`src/rtl/imem_fetch_arbiter.sv`:
```
// Shares one synchronous byte-wide instruction RAM port between a 32-bit fetch
// sequencer (four byte reads, little-endian) and a single-cycle program loader.
module imem_fetch_arbiter #(
    parameter int DEPTH = 256,
    parameter int AW    = 8
) (
    input  logic          i_Clk,
    input  logic          i_Rst_n,
    input  logic          i_Fetch_Req,
    input  logic [31:0]   i_Fetch_Addr,
    output logic          o_Fetch_Ready,
    input  logic          i_Flush,
    output logic [31:0]   o_Instruction,
    output logic          o_Instr_Valid,
    output logic          o_Fetch_Err,
    input  logic          i_Load_We,
    input  logic [31:0]   i_Load_Addr,
    input  logic [7:0]    i_Load_Data,
    output logic          o_Load_Ready,
    output logic [AW-1:0] o_Mem_Addr,
    output logic          o_Mem_We,
    output logic [7:0]    o_Mem_Wdata,
    input  logic [7:0]    i_Mem_Rdata
);

    typedef enum logic [1:0] {S_IDLE, S_RD, S_TAIL, S_ERR} state_t;

    state_t          state_reg, state_next;
    logic [1:0]      k_reg, k_next;
    logic [AW-1:0]   base_reg, base_next;
    logic [2:0][7:0] lane_reg;
    logic [2:0]      lane_hit;
    logic [31:0]     instr_reg;
    logic            valid_reg;
    logic            err_reg;
    logic            fetch_bad;
    logic            unused_load_addr;

    // Out of range means any address bit at or above AW is set.
    assign fetch_bad        = (i_Fetch_Addr[1:0] != 2'b00) || (i_Fetch_Addr[31:AW] != '0);
    assign unused_load_addr = ^i_Load_Addr[31:AW];

    // Byte k-1 arrives while the read counter shows k.
    genvar gi;
    generate
        for (gi = 0; gi < 3; gi++) begin : g_lane
            assign lane_hit[gi] = (state_reg == S_RD) && (k_reg == 2'(gi + 1));
        end
    endgenerate

    always_comb begin
        state_next    = state_reg;
        k_next        = k_reg;
        base_next     = base_reg;
        o_Fetch_Ready = 1'b0;
        o_Load_Ready  = 1'b0;
        o_Mem_We      = 1'b0;
        o_Mem_Addr    = '0;
        o_Mem_Wdata   = '0;
        case (state_reg)
            S_IDLE: begin
                if (i_Load_We) begin
                    o_Load_Ready = 1'b1;
                    o_Mem_We     = 1'b1;
                    o_Mem_Addr   = i_Load_Addr[AW-1:0];
                    o_Mem_Wdata  = i_Load_Data;
                end else if (i_Fetch_Req && !i_Flush) begin
                    o_Fetch_Ready = 1'b1;
                    base_next     = i_Fetch_Addr[AW-1:0];
                    k_next        = 2'd0;
                    state_next    = fetch_bad ? S_ERR : S_RD;
                end
            end
            S_RD: begin
                o_Mem_Addr = base_reg + AW'(k_reg);
                if (i_Flush) begin
                    state_next = S_IDLE;
                    k_next     = 2'd0;
                end else begin
                    k_next = k_reg + 2'd1;
                    if (k_reg == 2'd3) begin
                        state_next = S_TAIL;
                    end
                end
            end
            S_TAIL:  state_next = S_IDLE;
            S_ERR:   state_next = S_IDLE;
            default: state_next = S_IDLE;
        endcase
        // Handshakes and RAM strobes are forced quiet while reset is held.
        if (!i_Rst_n) begin
            o_Fetch_Ready = 1'b0;
            o_Load_Ready  = 1'b0;
            o_Mem_We      = 1'b0;
            o_Mem_Addr    = '0;
            o_Mem_Wdata   = '0;
        end
    end

    always_ff @(posedge i_Clk or negedge i_Rst_n) begin
        if (!i_Rst_n) begin
            state_reg <= S_IDLE;
            k_reg     <= 2'd0;
            base_reg  <= '0;
            lane_reg  <= '0;
            instr_reg <= '0;
            valid_reg <= 1'b0;
            err_reg   <= 1'b0;
        end else begin
            state_reg <= state_next;
            k_reg     <= k_next;
            base_reg  <= base_next;
            for (int i = 0; i < 3; i++) begin
                if (lane_hit[i]) begin
                    lane_reg[i] <= i_Mem_Rdata;
                end
            end
            valid_reg <= !i_Flush && ((state_reg == S_TAIL) || (state_reg == S_ERR));
            err_reg   <= !i_Flush && (state_reg == S_ERR);
            if ((state_reg == S_TAIL) && !i_Flush) begin
                instr_reg <= {i_Mem_Rdata, lane_reg[2], lane_reg[1], lane_reg[0]};
            end
        end
    end

    assign o_Instruction = instr_reg;
    assign o_Instr_Valid = valid_reg;
    assign o_Fetch_Err   = err_reg;

endmodule
```
`config.mk`:
```
export PLATFORM = sky130hd
export DESIGN_NAME = imem_fetch_arbiter
export DESIGN_NICKNAME = d
export VERILOG_FILES = /design/src/rtl/imem_fetch_arbiter.sv
export SDC_FILE = /design/constraint.sdc
export NUM_CORES = 1
export LEC_CHECK = 0
export BUFFER_PORTS_ARGS = -buffer_cell sky130_fd_sc_hd__buf_2
export CORE_ASPECT_RATIO = 1.2
export CORE_UTILIZATION = 40
export CTS_BUF_LIST = sky130_fd_sc_hd__clkbuf_4 sky130_fd_sc_hd__clkbuf_8
export DETAILED_ROUTE_END_ITERATION = 12
export GPL_ROUTABILITY_DRIVEN = 0
export MAX_ROUTING_LAYER = met4
export PLACE_DENSITY = 0.74
export SLEW_MARGIN = 20
export SYNTH_ARGS = -nofsm -noshare
export SYNTH_HDL_FRONTEND = slang
export SYNTH_SLANG_ARGS = --single-unit
```
`constraint.sdc`:
```
create_clock -name i_Clk -period 2.41 [get_ports i_Clk]
set_input_delay 0.241 -clock i_Clk [delete_from_list [all_inputs] [get_ports i_Clk]]
set_output_delay 0.241 -clock i_Clk [all_outputs]
set_load 0.01 [all_outputs]
```
==> out/metrics.yaml, run 1 <==
crit_path_start_kind: "register"
cts.sinks: 70
ff2ff_path_depth: 3
die_x_um: 81.9
synthArstFlopShare_pct: 100
cts_tree: "built"
arrival_ns: 2.01
synth_edf_count: 0
io_pins: 138
grt_start_max_net_pins: 45
postSynthAreaPerCell_um2: 13.7
dieArea_um2: 8020
wl_per_cell_um: 14.0
clkPwrFrac_pct: 24.7
mostFrequentLayoutCell: "buf_2"
yosys_warnings: 0
final_core_util_pct: 53.6
critPathTopFamily: "adder cells"
die_h_um: 97.9
hold_violations: 0
fp.coreArea_um2: 7320
seqPwrFrac_pct: 49.6
min_period_ns: 2.25
grt_pass1_vias: 2170
synth_cell_type_count: 30
initial_utilization_pct: 41.9
largest_reg_flops: 32
worst_path_largest_cell_delay_ns: 0.44
numCtsBuffers: 9
netlist_area_um2: 3070
seq_area_frac_synth_pct: 57.1
post-dp-hpwl_mm: 4.58
min_delay_path_depth: 2
track_usage_pct: 17.7
layout_common_cells: "buf_2, dfrtp_1, mux2_2, nand2_1, clkbuf_8"
crit_type: "register to primary output"
setup_viol: 0
max_slew_margin_pct: 64.5
std_cell_rows: 34
ys_ff_latch: 70
syn2layout_area_growth_pct: 27.9
max_cap_viol_count: 0
power_mw: 3.57
drive_above_1_share_pct: 57.3
grt_remaining_overflow: 0
timing.critical_path.slowest_stage_cell: "dfrtp_2"
ir_drop_mv: 0.413
p_sw_share_pct: 28.6
combPwrFrac_pct: 25.7
max_freq_mhz: 444
post_cts_buffers: 0
p_leak_nw: 1.90
crit_path_max_fanout: 6
path_cells: "ha_1, fa_1, nand3_1, xor2_1, a211oi_1, buf_2"
drv_slew: 0
clk_pin_slew_ns: 0.07
p_per_area_nw_per_um2: 912
num_vias: 2143
syn-num-nets: 315
setup_slack_ns: 0.157
nNetsFinal: 435
drc: 0
synth_ff_type: "dfrtp_1"
tightest_slew_ns: 0.533
antenna_left: 0
drt_wl_total_mm: 6.15
clk-insertion-delay-late_ns: 0.33
num_antenna_cells: 0
cp_num_buf_inv: 1
syn_inst: 224
antenna_found_initial: 0
status: "completed"
port-buffer-count: 113
drt_iter0_markers: 57
power_switching_mw: 1.02
fin_crit_sh_pct: 93.5
dr.pass1.iters: 2
worstPathRequired_ns: 2.17
place_ws_ns: 0.496
worst-path-stages: 6
end_kind: "primary output"
grt_pass1_wl_mm: 10.2
ctsRootBufferMaster: "clkbuf_8"
hp-class: "input pin to register"
h-tree-depth: 3
internal-power_mw: 2.55
avgViaCountPerCell: 4.88
cts_buffer_depth: 2
finClkSkew_ns: 0.00916
==> repair_timing <==
item,CTS,global route
resized for setup,0,1
hold buffers,1,0
endpoints found under the setup margin,0,1
hold endpoints to repair,26,0
==> per-stage QoR <==
stage | instances | hold slack, ns | instance area, um2 | TNS (ns)
floorplan | 224 | -0.0546 | 3070 | 0
global placement | 422 | 0.184 | 3720 | 0
detailed placement | 422 | 0.189 | 3720 | 0
CTS | 439 | 0.116 | 3920 | 0
global route | 439 | 0.122 | 3920 | -0.0217
finish | 439 | 0.138 | 3920 | 0
==> worst register-to-register path, stage by stage, from the launching register on <==
cell and delay (ns):
dfrtp_1 0.64, nor2b_1 0.37, nand2_1 0.37, mux2_2 0.39
==> per-layer routing <==
metal	global-route usage [%]	vias up	routed length, um
met5	-	-	0
met4	6.21	0	58
met3	6.07	5	409
met2	28.5	98	3150
met1	20.0	1007	2540
li1	-	1033	-
==> Yosys cell counts, types with 2 or more instances <==
| cell type | count | area share [%] |
|---|---|---|
| o21ai_0 | 8 | 1.3 |
| a21oi_1 | 2 | 0.33 |
| ha_1 | 5 | 2.0 |
| buf_6 | 3 | 1.1 |
| and2_1 | 10 | 2.0 |
| nand2b_1 | 3 | 0.61 |
| nand2_1 | 11 | 1.3 |
| a22oi_1 | 3 | 0.73 |
| buf_4 | 2 | 0.49 |
| nand3_1 | 3 | 0.49 |
| xor2_1 | 6 | 1.7 |
| nand4_1 | 3 | 0.61 |
| nor2b_1 | 4 | 0.82 |
| clkbuf_1 | 3 | 0.37 |
| dfrtp_1 | 70 | 57 |
| nor2_1 | 5 | 0.61 |
| nor4_1 | 6 | 1.2 |
| mux2_2 | 63 | 23 |
| inv_1 | 3 | 0.37 |
==> path summary, 6_finish.rpt <==
| path | startpoint | end | slack [ns] |
|---|---|---|---|
| max in group asynchronous | i_Rst_n | o_Instruction[5]$_DFFE_PN0P_ | 1.16 |
| worst min register to register | lane_reg[11]$_DFFE_PN0P_ | o_Instruction[11]$_DFFE_PN0P_ | 0.49 |
| worst max register to register | state_reg[0]$_DFFE_PN0P_ | lane_reg[3]$_DFFE_PN0P_ | 0.52 |
| worst max-delay path | k_reg[0]$_DFFE_PN0P_ | o_Mem_Addr[4] | 0.16 |
| min in group asynchronous | i_Rst_n | state_reg[0]$_DFFE_PN0P_ | 0.36 |
| worst min-delay path | i_Fetch_Addr[2] | base_reg[2]$_DFFE_PN0P_ | 0.14 |
==> cells by family after synthesis <==
| logic type | count (synthesis) | share of synthesized area, % |
|---|---|---|
| XOR/XNOR | 6 | 1.71 |
| adder cells (fa/ha/maj) | 6 | 2.69 |
| AO/OA/AOI/OAI | 16 | 3.10 |
| buffers and inverters | 12 | 2.49 |
| flip-flops | 70 | 57.1 |
| multiplexers | 64 | 23.5 |
| AND/OR/NAND/NOR | 50 | 9.35 |
==> final cells by class <==
class                   count  area (um2)
clock inverters             2        16.3
multi-input cells         142        1240
repair buffers            118         608
inverters                   3        11.3
well taps                  90         113
fillers                   670        3400
flip-flops and latches     70        1750
clock buffers              14         174
==> power groups by stage <==
stage	clock network, mW	registers, mW	logic, mW
floorplan	0	1.86	0.456
global placement	0	1.78	0.906
detailed placement	0	1.80	0.933
CTS	0.912	1.78	0.939
global route	0.964	1.83	1.02
finish	0.882	1.77	0.919
Note: power is estimated with default switching activity, not from simulation.
==> run 2, diff against run 1 <==
- CORE_UTILIZATION: 40 -> 52
- PLACE_DENSITY: 0.74 -> 0.91
- SETUP_SLACK_MARGIN: default -> 0.15
==> out/metrics.yaml, run 2 (synthesis results as in run 1) <==
dr.pass1.iters: 4  # +2
die_h_um: 86.1  # -12%
setup_viol: 0  # unchanged
layout_common_cells: "buf_2, dfrtp_1, mux2_2, nand2_1"
initial_utilization_pct: 54.1  # +12 points
track_usage_pct: 20.5  # +2.9 points
grt_pass1_wl_mm: 9.34  # -8.5%
p_per_area_nw_per_um2: 941  # +3.2%
ctsRootBufferMaster: "clkbuf_8"
n_fill_cell: 402  # -40%
clk-insertion-delay-late_ns: 0.33  # about the same
fin_crit_sh_pct: 91.0  # -2.5 points
end_kind: "primary output"
worst_path_largest_cell_delay_ns: 0.45  # about the same
timing.critical_path.slowest_stage_cell: "dfrtp_2"
wl_per_cell_um: 13.5  # -3.7%
tns_ns: 0  # unchanged
num_vias: 2171  # +1.3%
drv_slew: 0  # unchanged
p_leak_nw: 1.90  # +0.10%
fp.coreArea_um2: 5670  # -23%
num_antenna_cells: 0  # unchanged
cp_num_buf_inv: 1  # unchanged
syn2layout_area_growth_pct: 28.0  # about the same
grt_pass1_vias: 2138  # -1.5%
min_period_ns: 2.19  # -0.0592 ns
critPathTopFamily: "adder cells"
ir_drop_mv: 0.443  # +7.3%
std_cell_rows: 30  # -12%
arrival_ns: 1.95  # -0.06 ns
power_mw: 3.69  # +3.3%
max_slew_margin_pct: 53.7  # -11 points
dieArea_um2: 6210  # -23%
path_cells: "ha_1, fa_2, nand3_1, xor2_1, a211oi_1, buf_2"
h-tree-depth: 3  # unchanged
finClkSkew_ns: 0.00617  # -0.00298 ns
avgViaCountPerCell: 5.08  # +4.2%
largest_reg_flops: 32  # unchanged
final_core_util_pct: 69.2  # +16 points
crit_path_max_fanout: 6  # unchanged
rsz0062_at_grt: "false"
grt_remaining_overflow: 0  # unchanged
crit_type: "register to primary output"
placed_area_um2: 3700  # -0.54%
mostFrequentLayoutCell: "buf_2"
max_cap_viol_count: 0  # unchanged
clk_pin_slew_ns: 0.07  # about the same
antenna_found_initial: 0  # unchanged
drt_wl_total_mm: 5.76  # -6.3%
cts_tree: "built"
hp-class: "input pin to register"
grt_start_max_net_pins: 59  # +31%
drc: 0  # unchanged
stdcell_area_um2: 3920  # about the same
cts.sinks: 70  # unchanged
post-dp-hpwl_mm: 4.28  # -6.4%
port-buffer-count: 113  # unchanged
tightest_slew_ns: 0.694  # +0.161 ns
antenna_left: 0  # unchanged
status: "completed"
worstPathRequired_ns: 2.17  # about the same
drive_above_1_share_pct: 57.6  # +0.33 points
nNetsFinal: 435  # unchanged
io_pins: 138  # unchanged
crit_path_start_kind: "register"
numCtsBuffers: 9  # unchanged
drt_iter0_markers: 91  # +60%
hold_violations: 0  # unchanged
die_x_um: 72.1  # -12%
max_freq_mhz: 456  # +2.7%
cts_buffer_depth: 2  # unchanged
## run 2: changes by cell type in the layout (fill, tap and decap cells not counted), sizes merged
cell    delta
bufinv     +2
clkbuf     -4
## run 2: path summary, 6_finish.rpt
kind                                     startpoint                       endpoint  slack [ns]  depth (start not counted)
max in group asynchronous                   i_Rst_n  o_Instruction[16]$_DFFE_PN0P_        1.30                          3
min in group asynchronous                   i_Rst_n       state_reg[1]$_DFFE_PN0P_        0.44                          3
min                                 i_Fetch_Addr[4]        base_reg[4]$_DFFE_PN0P_        0.14                          2
min reg2reg                lane_reg[11]$_DFFE_PN0P_  o_Instruction[11]$_DFFE_PN0P_        0.49                          1
max reg2reg                state_reg[1]$_DFFE_PN0P_  o_Instruction[16]$_DFFE_PN0P_        0.68                          4
max                            k_reg[0]$_DFFE_PN0P_                  o_Mem_Addr[4]        0.22                          6
## run 2: cell type report
class / count / area (um2) / share of cell area, %
Sequential cell: 70 / 1750 / 44.7
Multi-Input combinational cell: 142 / 1240 / 31.7
Timing Repair Buffer: 118 / 606 / 15.4
Clock buffer: 10 / 138 / 3.51
Tap cell: 80 / 100 / 2.55
Clock inverter: 4 / 72.6 / 1.85
Inverter: 3 / 11.3 / 0.287
## run 2: where the power goes
| part | internal (mW) | total (mW) | switching, mW |
|---|---|---|---|
| clock | 0.597 | 1.00 | 0.404 |
| sequential | 1.56 | 1.77 | 0.211 |
| combinational | 0.522 | 0.917 | 0.395 |
## run 2: per-stage QoR
step                instances  hold WS, ns  setup slack (ns)
CTS                       427        0.128             0.206
detailed placement        412        0.221             0.501
global route              427        0.136             0.153
floorplan                 224      -0.0546             0.594
finish                    427        0.140             0.216
global placement          412        0.210             0.515
## run 2: worst register-to-register path, delay by kind of cell (launching register included)
kind                   cells  cell delay, ns
DFF                        1            0.47
muxes                      1            0.41
buffers and inverters      1            0.37
and+or+nand+nor            2            0.36
## run 2: layer usage
layer	vias to the layer above	global-route usage [%]	share of wire [%]
met1	1031	22.1	42
li1	1031	-	-
met5	-	-	0
met3	12	4.23	5.5
met4	0	11.4	2.1
met2	97	34.9	50
## run 2: repair_timing
item	in CTS	in global routing
endpoints found under the setup margin	1	1
hold endpoints to repair	12	0
setup buffers	0	0
resized for setup	2	1
hold buffers	1	0
==> run 3, diff against run 2 <==
- clock period: 2.41 -> 2.6 ns (I/O delays scaled with it)
==> out/metrics.yaml, run 3 (synthesis results as in run 1) <==
io_pins: 138  # unchanged
ir_drop_mv: 0.346  # -22%
clk-insertion-delay-late_ns: 0.34  # about the same
timing.critical_path.slowest_stage_cell: "dfrtp_2"
syn2layout_area_growth_pct: 28.8
drv_slew: 0  # unchanged
crit_path_max_fanout: 6  # unchanged
numCtsBuffers: 9  # unchanged
seqCellArea_um2: 1750  # about the same
min_period_ns: 2.30
antenna_left: 0  # unchanged
num_antenna_cells: 0  # unchanged
tightest_slew_ns: 0.703  # +0.00893 ns
drt_iter0_markers: 109  # +20%
initial_utilization_pct: 54.1  # unchanged
drc: 0  # unchanged
nNetsFinal: 434  # -0.23%
worst_path_largest_cell_delay_ns: 0.45  # about the same
die_h_um: 86.1  # unchanged
h-tree-depth: 3  # unchanged
arrival_ns: 2.04  # +0.09 ns
layout_common_cells: "buf_2, dfrtp_1, mux2_2, nand2_1, and2_1"
wl_per_cell_um: 13.7  # +1.6%
place_ws_ns: 0.667  # +0.166 ns
max_freq_mhz: 434
finClkSkew_ns: 0.00509  # -0.00109 ns
mostFrequentLayoutCell: "buf_2"
hold_violations: 0  # unchanged
status: "completed"
rsz0062_at_grt: "false"
num_vias: 2176  # +0.23%
track_usage_pct: 21.4  # +0.83 points
grt_remaining_overflow: 0  # unchanged
grt_start_max_net_pins: 59  # unchanged
dr.pass1.iters: 3  # -1
multiInputGateArea_um2: 1240  # -0.20%
final_core_util_pct: 69.6  # +0.42 points
drive_above_1_share_pct: 57.2  # -0.45 points
dieArea_um2: 6210  # unchanged
n_fill_cell: 399  # -0.75%
cts.sinks: 70  # unchanged
fp.coreArea_um2: 5670  # unchanged
drt_wl_total_mm: 5.87  # +1.8%
setup_slack_ns: 0.297  # +0.0806 ns
max_slew_margin_pct: 53.2  # -0.60 points
antenna_found_initial: 0  # unchanged
crit_type: "register to primary output"
die_x_um: 72.1  # unchanged
largest_reg_flops: 32  # unchanged
crit_path_start_kind: "register"
std_cell_rows: 30  # unchanged
grt_pass1_vias: 2112  # -1.2%
grt_pass1_wl_mm: 9.61  # +2.9%
p_per_area_nw_per_um2: 901  # -4.2%
tns_ns: 0  # unchanged
post_cts_buffers: 0  # unchanged
path_cells: "ha_1, fa_1, nand3_1, xor2_1, a211oi_1, buf_2"
p_leak_nw: 1.92  # +0.94%
clk_pin_slew_ns: 0.07  # about the same
post-dp-hpwl_mm: 4.24  # -0.98%
cts_buffer_depth: 2  # unchanged
power_mw: 3.56  # -3.6%
port-buffer-count: 113  # unchanged
max_cap_viol_count: 0  # unchanged
cts_tree: "built"
ctsRootBufferMaster: "clkbuf_8"
end_kind: "primary output"
hp-class: "input pin to register"
setup_viol: 0  # unchanged
avgViaCountPerCell: 5.08  # about the same
fin_crit_sh_pct: 88.6
worstPathRequired_ns: 2.34  # +0.17 ns
==> run 3: changes by cell type in the layout (fill, tap and decap cells not counted), sizes merged <==
cell      before  now
inv            3    4
buf          117  116
bufinv         2    3
clkbuf        10    9
clkinv         1    3
clkinvlp       1    0
==> run 3: path summary, 6_finish.rpt <==
kind / startpoint / end / slack [ns] / cells after the start
min reg2reg: lane_reg[11]$_DFFE_PN0P_ / o_Instruction[11]$_DFFE_PN0P_ / 0.50 / 1
max reg2reg: state_reg[0]$_DFFE_PN0P_ / lane_reg[3]$_DFFE_PN0P_ / 0.72 / 3
max: k_reg[0]$_DFFE_PN0P_ / o_Mem_Addr[4] / 0.30 / 6
min in group asynchronous: i_Rst_n / state_reg[0]$_DFFE_PN0P_ / 0.40 / 2
min: i_Fetch_Addr[7] / base_reg[7]$_DFFE_PN0P_ / 0.15 / 2
max in group asynchronous: i_Rst_n / o_Instruction[19]$_DFFE_PN0P_ / 1.18 / 3
==> run 3: worst max-delay path: cells and delay by family, from the launching register on <==
kind / cells / cell delay, ns
adder cells (fa/ha/maj): 2 / 0.67
buffers and inverters: 1 / 0.16
flip-flops: 1 / 0.45
AO/OA/AOI/OAI: 1 / 0.23
AND/OR/NAND/NOR: 1 / 0.11
XOR/XNOR: 1 / 0.08
==> run 3: layout make-up <==
cell class,count,area share (%)
clock inverters,7,3.07
inverters,3,0.285
multi-input cells,142,31.4
repair buffers,117,15.2
clock buffers,9,3.14
flip-flops and latches,70,44.4
well taps,80,2.54
==> run 3: through the flow <==
stage	area (um2)	instances	hold slack (ns)
finish	3950	428	0.151
global route	3950	428	0.151
CTS	3950	428	0.138
detailed placement	3690	411	0.176
global placement	3690	411	0.173
floorplan	3070	224	-0.0356
==> run 3: routing by layer <==
metal,wire length [um],GRT usage [%],vias up
met3,308,3.29,11
met2,2920,34.5,97
met4,138,12.5,0
li1,-,-,1028
met1,2500,25.2,1040
met5,0,-,-
==> run 3: report_power, final <==
part / total (mW) / internal (mW) / switching [mW]
Sequential: 1.65 / 1.45 / 0.200
Combinational: 0.856 / 0.482 / 0.374
Clock: 1.06 / 0.642 / 0.414
==> run 3: timing repair <==
item                                    in CTS  in global routing
resized for setup                            0                  1
hold buffers                                 1                  0
endpoints found under the hold margin       12                  0
endpoints found under the setup margin       0                  1
